File: src/rtl/instr_encoder.sv
// instr_encoder: range-checks an immediate, packs it into a 32-bit RV64 word,
// tags legal words with a running byte address and queues them in a FIFO.
module instr_encoder #(
  parameter int unsigned DEPTH  = 4,
  parameter int unsigned ADDR_W = 32
) (
  input  logic              clk,
  input  logic              reset,
  input  logic              in_valid,
  output logic              in_ready,
  input  logic [3:0]        in_type,
  input  logic [6:0]        in_opcode,
  input  logic [2:0]        in_funct3,
  input  logic [4:0]        in_rd,
  input  logic [4:0]        in_rs1,
  input  logic [4:0]        in_rs2,
  input  logic [63:0]       in_imm,
  input  logic              addr_load,
  input  logic [ADDR_W-1:0] addr_value,
  output logic              out_valid,
  input  logic              out_ready,
  output logic [31:0]       out_instr,
  output logic [ADDR_W-1:0] out_addr,
  output logic              err_valid,
  output logic [7:0]        err_count
);

  localparam int unsigned PTR_W = (DEPTH > 1) ? $clog2(DEPTH) : 1;
  localparam int unsigned CNT_W = PTR_W + 1;

  localparam logic [3:0] TYPE_I = 4'd1;
  localparam logic [3:0] TYPE_B = 4'd2;
  localparam logic [3:0] TYPE_U = 4'd3;
  localparam logic [3:0] TYPE_S = 4'd4;
  localparam logic [3:0] TYPE_J = 4'd5;

  logic [31:0]       instr_mem_q [DEPTH];
  logic [ADDR_W-1:0] addr_mem_q  [DEPTH];

  logic [PTR_W-1:0]  wr_ptr_q, wr_ptr_d;
  logic [PTR_W-1:0]  rd_ptr_q, rd_ptr_d;
  logic [CNT_W-1:0]  count_q, count_d;
  logic [ADDR_W-1:0] addr_q, addr_d;
  logic              err_valid_q, err_valid_d;
  logic [7:0]        err_count_q, err_count_d;

  logic [31:0] word_c;
  logic        legal_c;
  logic        full_c, accept_c, push_c, pop_c;
  logic [11:0] fb_c;
  logic [19:0] fj_c;
  logic        fits_s12_c, fits_b_c, fits_j_c, fits_u_c, aligned_c, u_low_zero_c;

  // Scaled branch/jump fields and sign-extension range tests
  assign fb_c         = in_imm[13:2];
  assign fj_c         = in_imm[21:2];
  assign fits_s12_c   = (&in_imm[63:11]) | ~(|in_imm[63:11]);
  assign fits_b_c     = (&in_imm[63:13]) | ~(|in_imm[63:13]);
  assign fits_j_c     = (&in_imm[63:21]) | ~(|in_imm[63:21]);
  assign fits_u_c     = (&in_imm[63:31]) | ~(|in_imm[63:31]);
  assign aligned_c    = (in_imm[1:0] == 2'b00);
  assign u_low_zero_c = (in_imm[11:0] == 12'd0);

  // Per-format legality and field packing
  always_comb begin
    word_c  = '0;
    legal_c = 1'b0;
    case (in_type)
      TYPE_I: begin
        legal_c = fits_s12_c;
        word_c  = {in_imm[11:0], in_rs1, in_funct3, in_rd, in_opcode};
      end
      TYPE_S: begin
        legal_c = fits_s12_c;
        word_c  = {in_imm[11:5], in_rs2, in_rs1, in_funct3, in_imm[4:0], in_opcode};
      end
      TYPE_B: begin
        legal_c = aligned_c && fits_b_c;
        word_c  = {fb_c[11], fb_c[9:4], in_rs2, in_rs1, in_funct3, fb_c[3:0], fb_c[10], in_opcode};
      end
      TYPE_U: begin
        legal_c = u_low_zero_c && fits_u_c;
        word_c  = {in_imm[31:12], in_rd, in_opcode};
      end
      TYPE_J: begin
        legal_c = aligned_c && fits_j_c;
        word_c  = {fj_c[19], fj_c[9:0], fj_c[10], fj_c[18:11], in_rd, in_opcode};
      end
      default: begin
        legal_c = 1'b0;
        word_c  = '0;
      end
    endcase
  end

  assign full_c    = (count_q == CNT_W'(DEPTH));
  assign in_ready  = !full_c && !addr_load;
  assign accept_c  = in_valid && in_ready;
  assign push_c    = accept_c && legal_c;
  assign out_valid = (count_q != '0);
  assign pop_c     = out_valid && out_ready;
  assign out_instr = out_valid ? instr_mem_q[rd_ptr_q] : '0;
  assign out_addr  = out_valid ? addr_mem_q[rd_ptr_q]  : '0;
  assign err_valid = err_valid_q;
  assign err_count = err_count_q;

  // Next-state for FIFO pointers, address counter and error tracking
  always_comb begin
    wr_ptr_d    = wr_ptr_q;
    rd_ptr_d    = rd_ptr_q;
    count_d     = count_q;
    addr_d      = addr_q;
    err_valid_d = 1'b0;
    err_count_d = err_count_q;
    if (push_c) wr_ptr_d = wr_ptr_q + PTR_W'(1);
    if (pop_c)  rd_ptr_d = rd_ptr_q + PTR_W'(1);
    case ({push_c, pop_c})
      2'b10:   count_d = count_q + CNT_W'(1);
      2'b01:   count_d = count_q - CNT_W'(1);
      default: count_d = count_q;
    endcase
    if (addr_load)   addr_d = addr_value;
    else if (push_c) addr_d = addr_q + ADDR_W'(4);
    if (accept_c && !legal_c) begin
      err_valid_d = 1'b1;
      if (err_count_q != 8'hFF) err_count_d = err_count_q + 8'd1;
    end
  end

  // Control state registers with synchronous reset
  always_ff @(posedge clk) begin
    if (reset) begin
      wr_ptr_q    <= '0;
      rd_ptr_q    <= '0;
      count_q     <= '0;
      addr_q      <= '0;
      err_valid_q <= 1'b0;
      err_count_q <= '0;
    end else begin
      wr_ptr_q    <= wr_ptr_d;
      rd_ptr_q    <= rd_ptr_d;
      count_q     <= count_d;
      addr_q      <= addr_d;
      err_valid_q <= err_valid_d;
      err_count_q <= err_count_d;
    end
  end

  // FIFO storage; contents are don't-care until counted valid
  always_ff @(posedge clk) begin
    if (push_c) begin
      instr_mem_q[wr_ptr_q] <= word_c;
      addr_mem_q[wr_ptr_q]  <= addr_q;
    end
  end

endmodule

File: config.mk
export PLATFORM = sky130hd
export DESIGN_NAME = instr_encoder
export DESIGN_NICKNAME = d
export VERILOG_FILES = /design/src/rtl/instr_encoder.sv
export SDC_FILE = /design/constraint.sdc
export NUM_CORES = 1
export LEC_CHECK = 0
export ABC_AREA = 1
export BUFFER_PORTS_ARGS = -buffer_cell sky130_fd_sc_hd__clkbuf_2
export CAP_MARGIN = 20
export CORE_ASPECT_RATIO = 0.7
export CORE_MARGIN = 2
export CORE_UTILIZATION = 62
export CTS_CLUSTER_DIAMETER = 60
export DETAILED_ROUTE_END_ITERATION = 12
export PLACE_DENSITY = 0.86
export SYNTH_ARGS = -nofsm -noshare
export SYNTH_HDL_FRONTEND = slang
export SYNTH_SLANG_ARGS = --single-unit
File: constraint.sdc
create_clock -name clk -period 7.3 [get_ports clk]
set_clock_uncertainty 0.2 [all_clocks]
set_input_delay 0 -clock clk [delete_from_list [all_inputs] [get_ports clk]]
set_output_delay 0 -clock clk [all_outputs]
set_load 0.01 [all_outputs]
==> metrics.csv, run 1 <==
metric,value,unit
multi-input logic area,4840,um2
Routed WL,40400,um
leakage,6.83,nW
Sink Count,306,
DRC viols,0,
ys flop type,edfxtp_1,
crit end category,flop,
Fmax,0.229,GHz
DRT antenna net count,0,
WS Path Type,input port to flop,
Antenna Cells,0,
Hold Crit Class,input port to flop,
number of DRC markers in iteration 0,1717,
reg2reg start,count_q[1],
Longest Clk Path Bufs,3,
GRT Max-Usage Layer,met2,
first-pass GRT wire length,61800,um
H-tree levels,1,
Overflow after GRT,0,
synthesized cell area,14100,um2
Root Buffer,clkbuf_16,
"reg-to-reg slack, setup",3.62,ns
Max-Cap Viols,0,
"area leader, netlist",edfxtp_1,
cts bufs inserted,28,
CP Cell Sequence,dlygate4sd3_1 -> clkbuf_2 -> nor2_1 -> dlygate4sd3_1 -> nand2_1 -> inv_2 -> nor2_2 -> inv_2 -> nand2_1 -> nand2_1 -> inv_2 -> nand2_4 -> nand2_2 -> nor2_4 -> buf_4,
final setup fails,0,
M3 GR Usage,6.68,%
fillers,1383,
drt first pass iters,7,
"Seq/Total Area, Yosys",61.4,%
Post-synth EDFFs,256,
Reg area,8690,um2
Worst Hold Depth,4,
Worst Tran Pin Value,1.03,ns
Port Buffers,204,
die width,185,um
die area,24100,um2
normalized max-slew margin,31.4,%
drt wl/cell,19.0,um
minimum clock period,4.38,ns
Critical Path Start Type,input port,
Power Density,211,nW/um2
synth unique cells,39,
Critical Path RT,7.27,ns
Final HPWL DP,23000,um
fin crit share,59.9,%
share of cells above drive strength 1,16.3,%
HP Start,addr_value[1],
syn nets,1652,
# resized after CTS,0,
Crit-path slowest cell,nor2_4,
most numerous cell in the Yosys netlist,nor2_1,
worst-path fanout max,47,
GR Util All Layers,33.3,%
fin. max-slew vios,0,
max incr delay on CP,0.75,ns
"Avg Cell Area, Syn",9.34,um2
CP Buf/Inv Count,7,
Initial Utilization,62.9,%
maximum number of pins on one net before global-route repair,107,
"Clk Latency, worst-skew pair",0.54,ns
Synth async-reset ratio,0,%
fin util,77.4,%
top-area cell type share of the netlist area,54.3,%
core area,22500,um2
CTS tree,yes,
status,"complete, no violations",
Die Ht,130,um
"CTS clk-pin slew, worst paths",0.06,ns
vias per inst,5.94,
"flops & latches, synth",306,
layout overhead on the synthesized area,23.2,%
setup TNS,0,ns
signal arrival time at the worst endpoint,4.34,ns
routability cong.,0.934,
Synth Instances,1514,
Yosys Warn Count,0,
vias after detailed routing,12600,
Fin. Hold Viols,0,
met2 Use GR,52.1,%
vias in the first global route,11700,
GR Util met1,46.3,%
hold path endpoint,addr_q[1],
most frequent cells after synthesis,"nor2_1, edfxtp_1, nand2_1",
RSZ-0062 raised after global routing,no,
# IOs,205,
initial antenna violation count,0,
Worst Reg2Reg Path Length in Cells,7,
family with the most delay on the worst path,buffers and inverters,
Cell Rows,46,
maximum vdd drop,0.000193,V
Synth area leaders,"edfxtp_1, nor2_1, dfxtp_1",
FF-to-FF End,addr_mem_q[3][7],
Total Nets Final,1930,
## placed cells by master, fill, tap and decap left out, types with 6 or more instances in the layout
cell type | netlist | final
edfxtp_1 | 256 | 256
dfxtp_1 | 50 | 48
inv_2 | 7 | 8
nor3_1 | 14 | 13
buf_4 | 2 | 10
nor4_1 | 6 | 6
nand2_1 | 229 | 229
nor2_1 | 357 | 353
dlygate4sd3_1 | 0 | 106
o221ai_1 | 12 | 12
nand4_1 | 7 | 7
nor2_2 | 7 | 7
inv_1 | 83 | 82
ha_1 | 7 | 7
xor2_1 | 17 | 17
nor2_4 | 2 | 6
o21ai_0 | 172 | 172
nand3_1 | 69 | 69
a21oi_1 | 111 | 111
clkbuf_16 | 0 | 29
clkbuf_2 | 0 | 205
xnor2_1 | 11 | 11
## power breakdown
group          switching [mW]  internal, mW  leakage, nW
clock network           0.644         0.890        0.482
logic                   0.119        0.0951         3.52
registers              0.0233          1.90         2.82
total                   0.786          2.89         6.83
## metal layers
metal | part of all wire, % | vias up
met2 | 45 | 891
met1 | 40 | 5810
met4 | 4.4 | 0
met3 | 11 | 204
met5 | 0 | -
li1 | - | 5716
## sequential cells by signal (all words and copies together), names as in the netlist, named ones only
signal       count
addr_mem_q     128
err_valid        1
rd_ptr_q         2
wr_ptr_q         2
count_q          3
instr_mem_q    128
addr_q          32
err_count        8
## worst max-delay path by stage
| stage | start | end | slack, ns | depth (start not counted) |
|---|---|---|---|---|
| floorplan | count_q[1] | addr_mem_q[0][0] | 2.73 | 7 |
| global placement | in_type[3] | addr_mem_q[1][17] | 3.03 | 11 |
| detailed placement | in_type[3] | addr_mem_q[1][20] | 2.90 | 11 |
| CTS | in_type[2] | instr_mem_q[1][4] | 2.87 | 15 |
| global route | in_type[2] | instr_mem_q[3][29] | 2.81 | 15 |
| finish | in_type[2] | addr_mem_q[3][7] | 2.92 | 15 |
## metrics by stage
| step | hold WS [ns] | setup slack [ns] | area [um2] | instances | power, mW |
|---|---|---|---|---|---|
| floorplan | -0.0651 | 2.73 | 14100 | 1514 | 2.03 |
| global placement | 0.0276 | 3.03 | 15400 | 1966 | 2.10 |
| detailed placement | 0.0374 | 2.90 | 15400 | 1966 | 2.11 |
| CTS | 0.00517 | 2.87 | 17400 | 2124 | 3.65 |
| global route | 0.0461 | 2.81 | 17400 | 2126 | 3.76 |
| finish | 0.0506 | 2.92 | 17400 | 2126 | 3.67 |
## worst min-delay path: cells and delay by family
kind	cells	cell delay, ns
buffers and inverters	2	0.65
and+or+nand+nor	2	0.12
## cell families after synthesis
logic type	after synthesis	synth area share, %
buffers and inverters	165	4.61
DFF	306	61.4
adders and majority gates	8	0.761
AOI/OAI and AO/OA	307	11.4
xor gates and xnor gates	28	1.73
and+or+nand+nor	700	20.0
## cell type report
type                            count  area share [%]
Clock buffer                       39            4.67
Sequential cell                   306            49.9
Multi-Input combinational cell   1043            27.8
Inverter                           91            1.96
Timing Repair Buffer              322            12.6
Tap cell                          312            2.24
Clock inverter                     13           0.919
## timing repair
action | 4_1_cts | 5_1_grt
hold endpoints to repair | 175 | 0
hold buffers | 106 | 0
buffers inserted | 0 | 0
No activity file was read; power rests on OpenSTA's default activity.
==> inputs of run 2 (changes only) <==
CORE_UTILIZATION = 52   (was 62)
PLACE_DENSITY = 0.76   (was 0.86)
clock period = 3.65 ns   (was 7.3 ns; I/O delays follow)
==> run 2 against run 1 <==
Global-route usage shrank 6.3 points. Final cell count up 5.2%. Critical path depth up 3. Die area increased by 19%. Critical path type unchanged. Critical endpoint is now addr_q[8].
==> metrics.csv, run 2 (synthesis gave the netlist of run 1 again) <==
metric,value,unit,change
setup TNS,0,ns,unchanged
Cell Rows,50,,+8.7%
worst-path fanout max,35,,-26%
Antenna Cells,0,,unchanged
vias in the first global route,11300,,-2.9%
Port Buffers,204,,unchanged
fin cells,2237,,+5.2%
Routed WL,38900,um,-3.6%
"Clk Latency, worst-skew pair",0.54,ns,about the same
"CTS clk-pin slew, worst paths",0.06,ns,about the same
routability cong.,0.973,,+4.1%
GR Util All Layers,26.9,%,-6.3 points
fin crit share,88.5,%,
Critical Path Start Type,input port,,
Total Nets Final,1987,,+3.0%
Initial Utilization,53.0,%,-9.9 points
# IOs,205,,unchanged
Cell Count Post-Placement,2029,,+3.2%
CP Buf/Inv Count,8,,+1
CP Cell Sequence,dlygate4sd3_1 -> clkbuf_2 -> inv_2 -> nor2_1 -> nand2_1 -> inv_2 -> nor2_2 -> inv_2 -> nand2_1 -> nand2_1 -> inv_2 -> nand2_4 -> nand2_2 -> buf_4 -> nand2_4 -> nand2_1 -> a21oi_1 -> dlygate4sd3_1,,
Hold Crit Class,input port to flop,,
max incr delay on CP,0.57,ns,-0.18 ns
Root Buffer,clkbuf_16,,
layout overhead on the synthesized area,27.7,%,
family with the most delay on the worst path,buffers and inverters,,
share of cells above drive strength 1,16.1,%,-0.19 points
Fmax,0.310,GHz,
drt wl/cell,17.4,um,-8.4%
core area,26700,um2,+19%
number of DRC markers in iteration 0,1251,,-27%
Sink Count,306,,unchanged
Worst Tran Pin Value,0.907,ns,-0.122 ns
vias per inst,5.46,,-8.0%
status,"complete, no violations",,
DRC viols,0,,unchanged
maximum number of pins on one net before global-route repair,65,,-39%
CTS tree,yes,,
fin util,67.6,%,-9.8 points
crit end category,flop,,
minimum clock period,3.23,ns,
cts bufs inserted,30,,+7.1%
Hold Slack,0.101,ns,+0.0500 ns
post-CTS setup buffer count,0,,unchanged
drt first pass iters,5,,-2
die area,28600,um2,+19%
Power Density,410,nW/um2,+95%
leakage,7.12,nW,+4.3%
final setup fails,0,,unchanged
Max-Cap Viols,0,,unchanged
die width,201,um,+9.0%
total power,7.40,mW,+100%
"commonest non-fill, non-tap cell in the layout",nor2_1,,
maximum vdd drop,0.000295,V,+53%
Longest Clk Path Bufs,3,,unchanged
first-pass GRT wire length,60700,um,-1.7%
initial antenna violation count,0,,unchanged
RSZ-0062 raised after global routing,no,,
top flop regs,"addr_mem_q: 128 flops, instr_mem_q: 128 flops, addr_q: 32 flops",,
Overflow after GRT,0,,unchanged
normalized max-slew margin,39.5,%,+8.1 points
DRT antenna net count,0,,unchanged
signal arrival time at the worst endpoint,3.46,ns,-0.88 ns
Crit-path slowest cell,dlygate4sd3_1,,
Critical Path RT,3.88,ns,-3.39 ns
most frequent cells in the layout,"nor2_1, edfxtp_1, nand2_1",,
H-tree levels,1,,unchanged
Die Ht,142,um,+8.9%
Fin. Hold Viols,0,,unchanged
vias after detailed routing,12200,,-3.2%
Final HPWL DP,24200,um,+4.8%
WS Path Type,input port to flop,,
fin. max-slew vios,0,,unchanged
-- run 2: cell count changes in the layout (fill, tap and decap cells not counted), moves of 2 or more --
cell / change
dlygate4sd3_1: +46
buf_4: +9
clkbuf_1: +5
buf_12: +2
clkbuf_16: +2
clkinv_1: +2
clkinv_2: -2
clkinv_4: +2
inv_4: -2
-- run 2: what timing repair did --
action                     CTS  global route
hold buffers               152             0
gates resized for setup      0             1
hold endpoints to repair   175             0
setup endpoints to repair    0             5
-- run 2: report_power, final --
part           switching (mW)  total [mW]  internal [mW]
combinational           0.228       0.450          0.222
sequential             0.0424        3.84           3.80
clock                    1.25        3.11           1.85
-- run 2: worst paths after layout --
path / startpoint / end / slack (ns) / depth (start not counted)
max: in_type[0] / addr_q[8] / 0.42 / 18
min: in_imm[63] / err_count[2] / 0.10 / 10
max reg2reg: addr_q[2] / addr_q[28] / 0.48 / 14
min reg2reg: rd_ptr_q[1] / flop / 0.26 / 2
-- run 2: tightest hold or removal path: stages --
cell and delay [ns]:
clkbuf_2 0.15, nand3_1 0.09, nand2_1 0.07, nand2_1 0.04
nand2_1 0.07, inv_2 0.05, nand2_4 0.09, nor2_2 0.09
nand3_1 0.08, a21oi_1 0.06
-- run 2: per-layer routing --
| layer | routed length [um] | global-route usage (%) | up-vias |
|---|---|---|---|
| met4 | 977 | 7.49 | 0 |
| met3 | 3180 | 4.14 | 80 |
| met1 | 17300 | 39.9 | 5767 |
| met5 | 0 | 0 | - |
| li1 | - | - | 5831 |
| met2 | 17500 | 41.7 | 536 |
-- run 2: layout make-up --
class,count,area (um2)
flip-flops and latches,306,8690
fillers,2065,8650
multi-input cells,1043,4840
repair buffers,377,2730
clock buffers,45,868
well taps,364,455
inverters,91,342
clock inverters,11,138
-- run 2: through the flow --
stage               instance area [um2]  setup slack [ns]
floorplan                         14100            -0.924
global placement                  15500             0.957
detailed placement                15500             0.904
CTS                               18100             0.347
global route                      18100             0.190
finish                            18100             0.421
